### src/rtl/tpu_ram_pkg.sv
`default_nettype none
// ============================================================================
// Module   : tpu_ram_pkg
// Purpose  : Shared widths and FSM state encoding for the RAM fetch sequencer.
// Revision : 1.0 - initial release
// ============================================================================
package tpu_ram_pkg;

  localparam int AWIDTH            = 10;
  localparam int DWIDTH            = 8;
  localparam int DESIGN_SIZE       = 32;
  localparam int ADDR_STRIDE_WIDTH = 16;
  localparam int NUM_ROWS_W        = 6;
  localparam int ROW_IDX_W         = 5;

  typedef enum logic [1:0] {
    IDLE  = 2'd0,
    FETCH = 2'd1,
    DRAIN = 2'd2,
    DONE  = 2'd3
  } fetch_state_e;

endpackage
`default_nettype wire

### src/rtl/ram_fetch_sequencer_addr_gen.sv
`default_nettype none
// ============================================================================
// Module   : ram_addr_gen
// Purpose  : Row address accumulator and row counter with last-row flag.
// Revision : 1.0 - initial release
// ============================================================================
module ram_addr_gen #(
  parameter int AWIDTH     = tpu_ram_pkg::AWIDTH,
  parameter int NUM_ROWS_W = tpu_ram_pkg::NUM_ROWS_W,
  parameter int ROW_IDX_W  = tpu_ram_pkg::ROW_IDX_W
) (
  input  logic                  clk,
  input  logic                  resetn,
  input  logic                  load,
  input  logic                  step,
  input  logic [AWIDTH-1:0]     base_addr,
  input  logic [AWIDTH-1:0]     stride,
  input  logic [NUM_ROWS_W-1:0] num_rows,
  output logic [AWIDTH-1:0]     addr,
  output logic [ROW_IDX_W-1:0]  row,
  output logic                  last_row
);

  logic [AWIDTH-1:0]    addr_q, addr_d;
  logic [AWIDTH-1:0]    stride_q, stride_d;
  logic [ROW_IDX_W-1:0] row_q, row_d;
  logic [ROW_IDX_W-1:0] last_idx_q, last_idx_d;

  always_comb begin
    addr_d     = addr_q;
    stride_d   = stride_q;
    row_d      = row_q;
    last_idx_d = last_idx_q;
    if (load) begin
      addr_d     = base_addr;
      stride_d   = stride;
      row_d      = '0;
      // num_rows=32 maps to index 31; num_rows=0 never reaches this counter
      last_idx_d = ROW_IDX_W'(num_rows - NUM_ROWS_W'(1));
    end else if (step) begin
      addr_d = addr_q + stride_q;
      row_d  = row_q + ROW_IDX_W'(1);
    end
  end

  always_ff @(posedge clk or negedge resetn) begin
    if (!resetn) begin
      addr_q     <= '0;
      stride_q   <= '0;
      row_q      <= '0;
      last_idx_q <= '0;
    end else begin
      addr_q     <= addr_d;
      stride_q   <= stride_d;
      row_q      <= row_d;
      last_idx_q <= last_idx_d;
    end
  end

  assign addr     = addr_q;
  assign row      = row_q;
  assign last_row = (row_q == last_idx_q);

endmodule
`default_nettype wire

### src/rtl/ram_fetch_sequencer.sv
`default_nettype none
// ============================================================================
// Module   : ram_fetch_sequencer
// Purpose  : Strided row fetch from a shared RAM port, with host arbitration.
// Revision : 1.0 - initial release
// ============================================================================
module ram_fetch_sequencer #(
  parameter int AWIDTH            = tpu_ram_pkg::AWIDTH,
  parameter int DWIDTH            = tpu_ram_pkg::DWIDTH,
  parameter int DESIGN_SIZE       = tpu_ram_pkg::DESIGN_SIZE,
  parameter int ADDR_STRIDE_WIDTH = tpu_ram_pkg::ADDR_STRIDE_WIDTH
) (
  input  logic                          clk,
  input  logic                          resetn,
  input  logic                          start,
  input  logic [AWIDTH-1:0]             base_addr,
  input  logic [ADDR_STRIDE_WIDTH-1:0]  stride,
  input  logic [5:0]                    num_rows,
  output logic                          busy,
  output logic                          done,
  output logic [AWIDTH-1:0]             ram_addr,
  output logic [DESIGN_SIZE-1:0]        ram_we,
  output logic [DESIGN_SIZE*DWIDTH-1:0] ram_d,
  input  logic [DESIGN_SIZE*DWIDTH-1:0] ram_q,
  output logic [DESIGN_SIZE*DWIDTH-1:0] row_data,
  output logic                          row_valid,
  output logic [4:0]                    row_idx,
  input  logic                          host_req,
  input  logic [AWIDTH-1:0]             host_addr,
  input  logic [DESIGN_SIZE-1:0]        host_we,
  input  logic [DESIGN_SIZE*DWIDTH-1:0] host_wdata,
  output logic                          host_gnt
);

  import tpu_ram_pkg::*;

  fetch_state_e state_q, state_d;
  logic         busy_q, busy_d;
  logic         done_q, done_d;
  logic         row_valid_q, row_valid_d;
  logic [4:0]   row_idx_q, row_idx_d;

  logic              ag_load;
  logic              ag_step;
  logic [AWIDTH-1:0] ag_addr;
  logic [4:0]        ag_row;
  logic              ag_last;
  logic [AWIDTH-1:0] stride_lo;
  logic              fetch_own;

  // Only the low address bits of the stride matter; the accumulator wraps mod 2^AWIDTH
  assign stride_lo = AWIDTH'(stride);

  if (ADDR_STRIDE_WIDTH > AWIDTH) begin : g_stride_hi
    logic unused_stride_hi;
    assign unused_stride_hi = ^stride[ADDR_STRIDE_WIDTH-1:AWIDTH];
  end

  ram_addr_gen #(
    .AWIDTH     (AWIDTH),
    .NUM_ROWS_W (6),
    .ROW_IDX_W  (5)
  ) u_addr_gen (
    .clk       (clk),
    .resetn    (resetn),
    .load      (ag_load),
    .step      (ag_step),
    .base_addr (base_addr),
    .stride    (stride_lo),
    .num_rows  (num_rows),
    .addr      (ag_addr),
    .row       (ag_row),
    .last_row  (ag_last)
  );

  always_comb begin
    state_d = state_q;
    ag_load = 1'b0;
    ag_step = 1'b0;
    case (state_q)
      IDLE: begin
        if (start) begin
          ag_load = 1'b1;
          state_d = (num_rows == 6'd0) ? DONE : FETCH;
        end
      end
      FETCH: begin
        ag_step = 1'b1;
        if (ag_last) state_d = DRAIN;
      end
      DRAIN:   state_d = DONE;
      DONE:    state_d = IDLE;
      default: state_d = IDLE;
    endcase

    busy_d      = (state_d != IDLE);
    done_d      = (state_d == DONE);
    // Read data returns one cycle after issue, so valid/index trail the read by one flop
    row_valid_d = (state_q == FETCH);
    row_idx_d   = (state_q == FETCH) ? ag_row : 5'd0;
  end

  always_ff @(posedge clk or negedge resetn) begin
    if (!resetn) begin
      state_q     <= IDLE;
      busy_q      <= 1'b0;
      done_q      <= 1'b0;
      row_valid_q <= 1'b0;
      row_idx_q   <= 5'd0;
    end else begin
      state_q     <= state_d;
      busy_q      <= busy_d;
      done_q      <= done_d;
      row_valid_q <= row_valid_d;
      row_idx_q   <= row_idx_d;
    end
  end

  assign fetch_own = (state_q == FETCH);
  assign host_gnt  = host_req & ~fetch_own;

  always_comb begin
    ram_addr = '0;
    ram_we   = '0;
    ram_d    = '0;
    if (fetch_own) begin
      ram_addr = ag_addr;
    end else if (host_gnt) begin
      ram_addr = host_addr;
      ram_we   = host_we;
      ram_d    = host_wdata;
    end
  end

  assign busy      = busy_q;
  assign done      = done_q;
  assign row_valid = row_valid_q;
  assign row_idx   = row_idx_q;
  assign row_data  = row_valid_q ? ram_q : '0;

endmodule
`default_nettype wire

### config.mk
export PLATFORM = sky130hd
export DESIGN_NAME = ram_fetch_sequencer
export DESIGN_NICKNAME = d
export VERILOG_FILES = /design/src/rtl/tpu_ram_pkg.sv /design/src/rtl/ram_fetch_sequencer_addr_gen.sv /design/src/rtl/ram_fetch_sequencer.sv
export SDC_FILE = /design/constraint.sdc
export NUM_CORES = 1
export LEC_CHECK = 0
export CORE_AREA = 8 8 444 446
export DETAILED_ROUTE_END_ITERATION = 7
export DIE_AREA = 0 0 452 454
export PLACE_DENSITY = 0.31
export SLEW_MARGIN = 20
export SYNTH_ARGS = -nofsm -noshare
export SYNTH_HDL_FRONTEND = slang
export SYNTH_SLANG_ARGS = --single-unit
### constraint.sdc
create_clock -name clk -period 2.3 [get_ports clk]
set_input_delay 0.23 -clock clk [delete_from_list [all_inputs] [get_ports clk]]
set_output_delay 0.23 -clock clk [all_outputs]
set_load 0.02 [all_outputs]
# Word-level counts from Yosys, hierarchy flattened
# Index checks and enable logic that the tools add are counted.
# classes
addsub	3
n_eq_ne	5
mux	19
bitwise	2
reduce_logical	4
# ops
cell	count
2-to-1 mux 256 bit	3
2-to-1 mux 32 bit	2
2-to-1 mux 10 bit	4
2-to-1 mux 5 bit	3
adder 10 bit	1
case mux 2 bit (4 select lines)	1
equality test 2 bit, second input constant	3
zero test 6 bit	1
2-to-1 mux 2 bit	3
adder 5 x 1 -> 5 bit, second input constant	1
equality test 5 bit	1
subtractor 5 x 1 -> 5 bit, second input constant	1
nonzero test 2 bit	2
2-to-1 mux 1 bit	3
equality test 2 x 1 -> 1 bit, second input constant	1
zero test 2 bit	1
bitwise AND 1 bit	1
NOT 1 bit	1
# word_totals
reg_bits	40
inputBits	590
output_inout_bits	563
wordCells	42

# Depth between registers and ports, before layout
# Gate-level depths: netlist (run 1).
# logic_depth
ltp_word	5
ltp_mapped	7
mapped_depth_nobuf	7

# Cells and area by module
# A second synthesis (run 1) with hierarchy kept.
# unflattened
hier_cells	859
area_unflattened_um2	6134.6
# by_module_without_submodules
mod	n_inst	cells_each	area_per_inst_um2	seq_area_each_um2
ram_fetch_sequencer	1	689	4391.7	250.2
ram_addr_gen	1	170	1742.9	750.7

# Worst setup path after synthesis (run 1)
# Ideal clock, no wire load.
# synth_path
path_kind	reg-to-reg
start	register u_addr_gen.addr_q[0] (netlist: u_addr_gen.addr[0])
end	register u_addr_gen.addr_q[8] (netlist: u_addr_gen.addr[8])
setup_ns	0.134
arrival_time_ns	1.712
required_time_ns	2.166
slack_ns	0.454
stages_incl_launch_ff	8
n_path_buf	0
synth_period_minus_slack_ns	1.846
path_cell_list	dfrtp_1 -> ha_1 -> fa_1 -> a21oi_1 -> o211ai_1 -> a31oi_1 -> xor2_1 -> o21ai_0
# synth_via
elab_chain_cells	3
# synth_rtl
element	line_no	rtl
start: declaration	ram_fetch_sequencer_addr_gen.sv:24	logic [AWIDTH-1:0] addr_q, addr_d;
start signal: assignment	ram_fetch_sequencer_addr_gen.sv:53	addr_q <= addr_d;
adder 10 bit	ram_fetch_sequencer_addr_gen.sv:41	addr_d = addr_q + stride_q;
2-to-1 mux 10 bit	ram_fetch_sequencer_addr_gen.sv:40	end else if (step) begin
2-to-1 mux 10 bit	ram_fetch_sequencer_addr_gen.sv:34	if (load) begin
# Every way passes these cells. The select of a mux whose other input is x is not followed.
# A chain may end at the register's enable or synchronous reset.

# Worst setup path in the final report (run 1)
# layout_path
start	register row_valid_q (netlist: row_valid)
end	output row_data[124]
# layout_via
elab_chain_cells	1
# layout_rtl
element	line_no	rtl
start: declaration	ram_fetch_sequencer.sv:40	logic row_valid_q, row_valid_d;
start signal: assignment	ram_fetch_sequencer.sv:114	row_valid_q <= row_valid_d;
2-to-1 mux 256 bit	ram_fetch_sequencer.sv:139	assign row_data = row_valid_q ? ram_q : '0;
end: declaration	ram_fetch_sequencer.sv:25	output logic [DESIGN_SIZE*DWIDTH-1:0] row_data,
# Every way passes these cells.

==> impl_metrics.yaml, run 1 <==
outcome:
  outcome: "finished clean"
drt:
  via_count: 12137
  drcViolationCount: 0
  wl_mm: 183
  ant_nets: 0
  viasPerCell: 2.70
  dr.pass1.iters: 4
  post_drt_wl_per_cell_um: 40.7
  drt_iter0_markers: 576
setup_path:
  critical_path_class: "register to primary output"
  r2r_start: "u_addr_gen.addr[0]$_DFFE_PN0P_"
  endpoint_kind: "primary output"
  start_kind: "register"
  crit_end: "row_data[124]"
  critPathMaxFanout: 11
  cp.arrival_ps: 2010
  r2r_end: "u_addr_gen.addr[8]$_DFFE_PN0P_"
  r2r_cells: 7
  cp.required_ps: 2070
  startpoint: "row_valid$_DFF_PN0_"
  rrSetupSlack_ps: 210
synthesis:
  synth_ff_type: "dfrtp_1"
  synth.avg_cell_area_um2: 6.88
  yosysTopAreaCell: "and3_1"
  synth_compound_area_frac: 0.0792
  synth_top_family_by_area: "simple AND/OR/NAND/NOR gates"
  synthArstFlopShare: 1.00
  yosysSeqAreaShare: 0.166
  synth_commonest_cells: "and3_1 (289), and2_1 (262), clkbuf_1 (94)"
  synth_area_um2: 6030
  synth_xor_area_frac: 0.0203
  synth_cell_types: 42
  synth_cells: 877
  synth_top_area_share: 0.300
  synth_edf_count: 0
  ys_ff_latch: 40
  synthAdderAreaFrac: 0.0282
  muxShareOfSynthArea: 0.00518
  yosysMostFrequentCell: "and3_1"
  synth.net_count: 1480
  ys.warnings.count: 0
  yosys-top-cells-area: "and3_1 (30%), and2_1 (27%), dfrtp_1 (17%)"
  synth_simple_gate_area_frac: 0.631
sta:
  fmax_ghz: 0.446
  rsz0062_at_grt: "no"
  final.setup.tns_ps: 0
  setup_viol: 0
  period_needed_ps: 2240
  slew_violations: 0
  skew_ps: 4.29
  hold_violations: 0
  tightest_slew_ps: 642
  relSlewSlack: 0.572
  period_share: 0.975
power_and_ir_drop:
  fin_total_pwr_mw: 25.0
  p_per_area_nw_per_um2: 1060
  ir_drop_v: 0.000517
  power_leakage_nw: 9.88
die:
  die_area_um2: 205000
  rows: 160
  pin_count: 1153
  fp.dieH_um: 454
  initial_core_util: 0.0318
  coreArea_um2: 190000
  fp.dieW_um: 452
cts:
  cts_tree: "done"
  htreeDepth: 2
  clkTransAtPathRegs_ps: 60
  clkSinkCount: 40
  clk_latency_ps: 290
  clockBufferDepth: 2
  numCtsBuffers: 5
  clockRootBuffer: "clkbuf_16"
layout:
  drive_gt1_frac: 0.226
  area.growth.synth_to_final_pct: 291
  layout.nets: 2566
  seqCellArea_um2: 1000
  fill_cells: 21631
  multi_input_area_um2: 4630
placement:
  port_buffers: 1146
  dp_hpwl_mm: 173
  place.gp.congestion: 0.869
grt:
  grt_overflow: 0
  grt_start_max_net_pins: 136
  grt_pass1_wl_mm: 209
  antenna_found_initial: 223
  grt.total_usage: 0.167
  grt_pass1_vias: 12057
min_path:
  min-delay-path-class: "input pin to register"
run:
  maxCapViolations: 0
[sequential cells by signal, summed over array words and instances, names as in the netlist]
| name | cells |
|---|---|
| u_addr_gen.addr | 10 |
| u_addr_gen.stride_q | 10 |
| row_idx | 5 |
| u_addr_gen.last_idx_q | 5 |
| u_addr_gen.row | 5 |
| state_q | 2 |
| busy | 1 |
| done | 1 |
| row_valid | 1 |
[stage by stage]
stage | std cells | hold slack (ps) | cell area, µm² | utilization | setup slack [ps]
finish | 4494 | 482 | 23600 | 0.124 | 57.4
CTS | 4474 | 485 | 23500 | 0.124 | 11.9
detailed placement | 4465 | 284 | 23300 | 0.123 | 186
floorplan | 877 | -65.6 | 6030 | - | 454
global route | 4476 | 515 | 23500 | 0.124 | 1.23
global placement | 4465 | 287 | 23300 | 0.123 | 150
[logic make-up (layout without fill, tap and decap cells)]
group           Yosys count  count (layout)
compound gates           72              72
mux                       3               3
xor+xnor                 14              14
buf+inv                 110            1197
fa+ha+maj                13              13
other cells               0              19
simple gates            625             625
flops                    40              40
[worst min path at each step]
stage / from / end / slack [ps] / depth (start not counted)
4_1_cts: stride[0] / u_addr_gen.stride_q[0]$_DFFE_PN0P_ / 480 / 3
5_1_grt: stride[0] / u_addr_gen.stride_q[0]$_DFFE_PN0P_ / 520 / 3
2_1_floorplan: resetn / busy$_DFF_PN0_ / -70 / 0
3_3_place_gp: resetn / u_addr_gen.stride_q[0]$_DFFE_PN0P_ / 290 / 1
3_5_place_dp: resetn / u_addr_gen.stride_q[0]$_DFFE_PN0P_ / 280 / 1
6_report: stride[0] / u_addr_gen.stride_q[0]$_DFFE_PN0P_ / 480 / 3
[critical path, cell delays in order (launching register included)]
cell and delay, ps:
dfrtp_4 540, buf_4 230, and2_1 150, clkdlybuf4s50_1 790
[power breakdown]
part | internal [mW] | leakage, nW | switching, mW
clock | 0.433 | 0.0703 | 0.306
sequential | 1.04 | 0.490 | 0.353
combinational | 10.1 | 9.32 | 12.8
[what timing repair did]
item | 4_1_cts | 5_1_grt
endpoints found under the setup margin | 13 | 37
resized for setup | 14 | 21
hold buffers | 1 | 0
hold endpoints to repair | 22 | 0
setup buffers | 0 | 1
[routing by layer]
layer | vias up | track usage | part of all wire | routed length [µm]
met5 | - | 0 | 0.0022 | 394
met4 | 62 | 0.0200 | 0.027 | 4860
met3 | 422 | 0.117 | 0.14 | 25800
met2 | 918 | 0.369 | 0.60 | 110000
met1 | 5553 | 0.108 | 0.23 | 42200
li1 | 5182 | - | - | -
[placed cells by master (no fill, tap or decap), types with 2 or more instances in the layout]
cell / n
dlygate4sd2_1: 12
o21ai_0: 15
clkbuf_16: 5
buf_6: 3
mux2i_1: 2
o22ai_1: 12
inv_1: 7
a21oi_1: 17
clkdlybuf4s50_1: 730
xor2_1: 8
ha_1: 12
diode_2: 19
nor2b_1: 3
clkbuf_8: 2
dlymetal6s2s_1: 17
buf_4: 116
dfrtp_1: 39
and3_1: 289
xnor2_1: 6
buf_12: 298
a22o_1: 12
and2_1: 262
nand3_1: 7
nor3_1: 5
nor2_1: 7
o22a_1: 5
buf_16: 2
nand2_1: 41
o211ai_1: 3
[cell type report]
class	instances	area share
inverter	8	0.00127
timing repair buffer	1181	0.618
tap	2511	0.133
sequential	40	0.0426
multi-input combinational	727	0.196
clock inverter	1	0.000318
clock buffer	7	0.00605
antenna	19	0.00202
Note: power is estimated with default switching activity, not from simulation.
==> inputs of run 2 (changes only) <==
--- a/config.mk
+++ b/config.mk
@@ -5,9 +5,10 @@
 export SDC_FILE = /design/constraint.sdc
 export NUM_CORES = 1
 export LEC_CHECK = 0
-export CORE_AREA = 8 8 444 446
+export CORE_AREA = 8 8 441 443
 export DETAILED_ROUTE_END_ITERATION = 7
-export DIE_AREA = 0 0 452 454
+export DIE_AREA = 0 0 449 451
+export HOLD_SLACK_MARGIN = 0.05
 export PLACE_DENSITY = 0.31
 export SLEW_MARGIN = 20
 export SYNTH_ARGS = -nofsm -noshare
==> constraint.sdc (replaced) <==
create_clock -name clk -period 2.01 [get_ports clk]
set_input_delay 0.201 -clock clk [delete_from_list [all_inputs] [get_ports clk]]
set_output_delay 0.201 -clock clk [all_outputs]
set_load 0.02 [all_outputs]
==> run 2 against run 1 <==
Die area fell by 1.3%. Sequential power rose by 17%. Non-clock buffer count rose by 21. Clock skew barely moved. Highest routed layer unchanged.
==> impl_metrics.yaml, run 2 (same netlist as run 1, synthesis figures left out) <==
layout:
  fill_cells: 21294
  multi_input_area_um2: 4930
  final_cell_mix: "clkdlybuf4s50_1 (593), buf_12 (380), and3_1 (249), and2_1 (241), dlygate4sd2_1 (88)"
  drive_gt1_frac: 0.298
  final_cells: 4504
  seqCellArea_um2: 1010
  area.growth.synth_to_final_pct: 313
  layout.nets: 2587
  final_common_cell: "clkdlybuf4s50_1"
placement:
  dp_hpwl_mm: 175
  port_buffers: 1146
  post-place-cells: 4462
  place.gp.congestion: 0.846
grt:
  busiest_layer: "met2"
  grt_pass1_vias: 12446
  grt_start_max_net_pins: 125
  grt.total_usage: 0.173
  grt_overflow: 0
  antenna_found_initial: 234
  grtUsageMet3: 0.110
  use_met1: 0.117
  grt_pass1_wl_mm: 216
  met2_usage: 0.387
setup_path:
  cp.required_ps: 1810
  cp.arrival_ps: 1790
  critPathMaxFanout: 32
  r2r_cells: 7
  crit_end: "ram_d[124]"
  r2r_end: "u_addr_gen.addr[8]$_DFFE_PN0P_"
  critical_path_class: "register to primary output"
  rrSetupSlack_ps: 110
  r2r_start: "u_addr_gen.addr[0]$_DFFE_PN0P_"
  endpoint_kind: "primary output"
  startpoint: "state_q[1]$_DFF_PN0_"
  start_kind: "register"
die:
  initial_core_util: 0.0323
  fp.dieW_um: 449
  rows: 159
  fp.dieH_um: 451
  coreArea_um2: 187000
  pin_count: 1153
  die_area_um2: 202000
power_and_ir_drop:
  p_seq_frac: 0.052
  comb_power_share: 0.921
  power_leakage_nw: 10.4
  ir_drop_v: 0.000387
  p_switching_mw: 16.4
  clockPowerShare: 0.027
  internal_power_mw: 15.0
  p_per_area_nw_per_um2: 1260
  swShare: 0.522
sta:
  relSlewSlack: 0.683
  slew_violations: 0
  hold_ws_ps: 300
  rsz0062_at_grt: "yes"
  skew_ps: 4.46
  fmax_ghz: 0.503
  period_needed_ps: 1990
  hold_violations: 0
  period_share: 0.988
  setup_viol: 0
  tightest_slew_ps: 476
cts:
  clkSinkCount: 40
  clockBufferDepth: 2
  numCtsBuffers: 5
  htreeDepth: 2
  clk_latency_ps: 290
  clockRootBuffer: "clkbuf_16"
  hold_buffers: 0
  clkTransAtPathRegs_ps: 60
  cts_tree: "done"
drt:
  dr.pass1.iters: 5
  drcViolationCount: 0
  via_count: 12609
  ant_nets: 0
  post_drt_wl_per_cell_um: 41.4
  drt_iter0_markers: 623
  wl_mm: 187
  viasPerCell: 2.80
outcome:
  outcome: "finished clean"
min_path:
  min-delay-path-class: "input pin to async pin"
run:
  maxCapViolations: 0
[run 2: cell types whose count changed in the layout (fill, tap and decap cells not counted), moves of 17 or more]
cell / previous run / this run
clkdlybuf4s50_1: 730 / 593
buf_12: 298 / 380
dlygate4sd2_1: 12 / 88
and3_1: 289 / 249
and3_4: 0 / 38
buf_4: 116 / 83
clkdlybuf4s15_1: 0 / 22
and2_1: 262 / 241
dlymetal6s2s_1: 17 / 0
[run 2: metrics by stage]
stage | TNS, ps | worst slack, ps | total power, mW | util | area, µm²
2_1_floorplan | 0 | 164 | 10.7 | - | 6030
3_3_place_gp | -85.4 | -70.5 | 30.6 | 0.130 | 24300
3_5_place_dp | -12.0 | -12.0 | 30.5 | 0.130 | 24300
4_1_cts | -58.1 | -8.32 | 31.3 | 0.131 | 24400
5_1_grt | -643 | -42.1 | 32.9 | 0.133 | 24800
6_report | 0 | 23.3 | 31.4 | 0.133 | 24900
[run 2: power by group through the flow]
stage	clock (mW)	combinational [mW]	sequential (mW)
floorplan	0	9.22	1.50
global placement	0	29.0	1.62
detailed placement	0	28.9	1.63
CTS	0.860	28.8	1.61
global route	0.909	30.3	1.68
finish	0.838	28.9	1.63
[run 2: layer usage]
metal,vias up,part of all wire
met5,-,0.0023
met4,62,0.025
met3,454,0.13
met2,1002,0.60
met1,5862,0.23
li1,5229,-
[run 2: repair_timing]
action / 4_1_cts / 5_1_grt
gates cloned: 1 / 4
setup endpoints to repair: 214 / 95
pin swaps: 0 / 17
gates resized for setup: 145 / 132
buffers inserted: 4 / 1
[run 2: area by class of cell]
cell class | count | share of cell area
Multi-Input combinational cell | 727 | 0.198
Clock inverter | 2 | 0.000402
Clock buffer | 6 | 0.00558
Timing Repair Buffer | 1202 | 0.627
Sequential cell | 40 | 0.0404
Antenna cell | 24 | 0.00241
Inverter | 8 | 0.00121
Tap cell | 2495 | 0.125
[run 2: worst max-delay path: stages, from the launching register on]
cell and delay, ps:
dfrtp_1 400, inv_2 110, nand2_8 70, buf_12 160, buf_16 180, buf_16 170, and3_1 210, buf_12 150
[run 2: worst min-delay path by stage]
stage / from / to
3_5_place_dp: u_addr_gen.stride_q[0]$_DFFE_PN0P_ / u_addr_gen.stride_q[0]$_DFFE_PN0P_
6_report: resetn / row_idx[2]$_DFF_PN0_
4_1_cts: resetn / u_addr_gen.stride_q[2]$_DFFE_PN0P_
2_1_floorplan: resetn / busy$_DFF_PN0_
3_3_place_gp: u_addr_gen.stride_q[8]$_DFFE_PN0P_ / u_addr_gen.stride_q[8]$_DFFE_PN0P_
5_1_grt: resetn / u_addr_gen.addr[0]$_DFFE_PN0P_
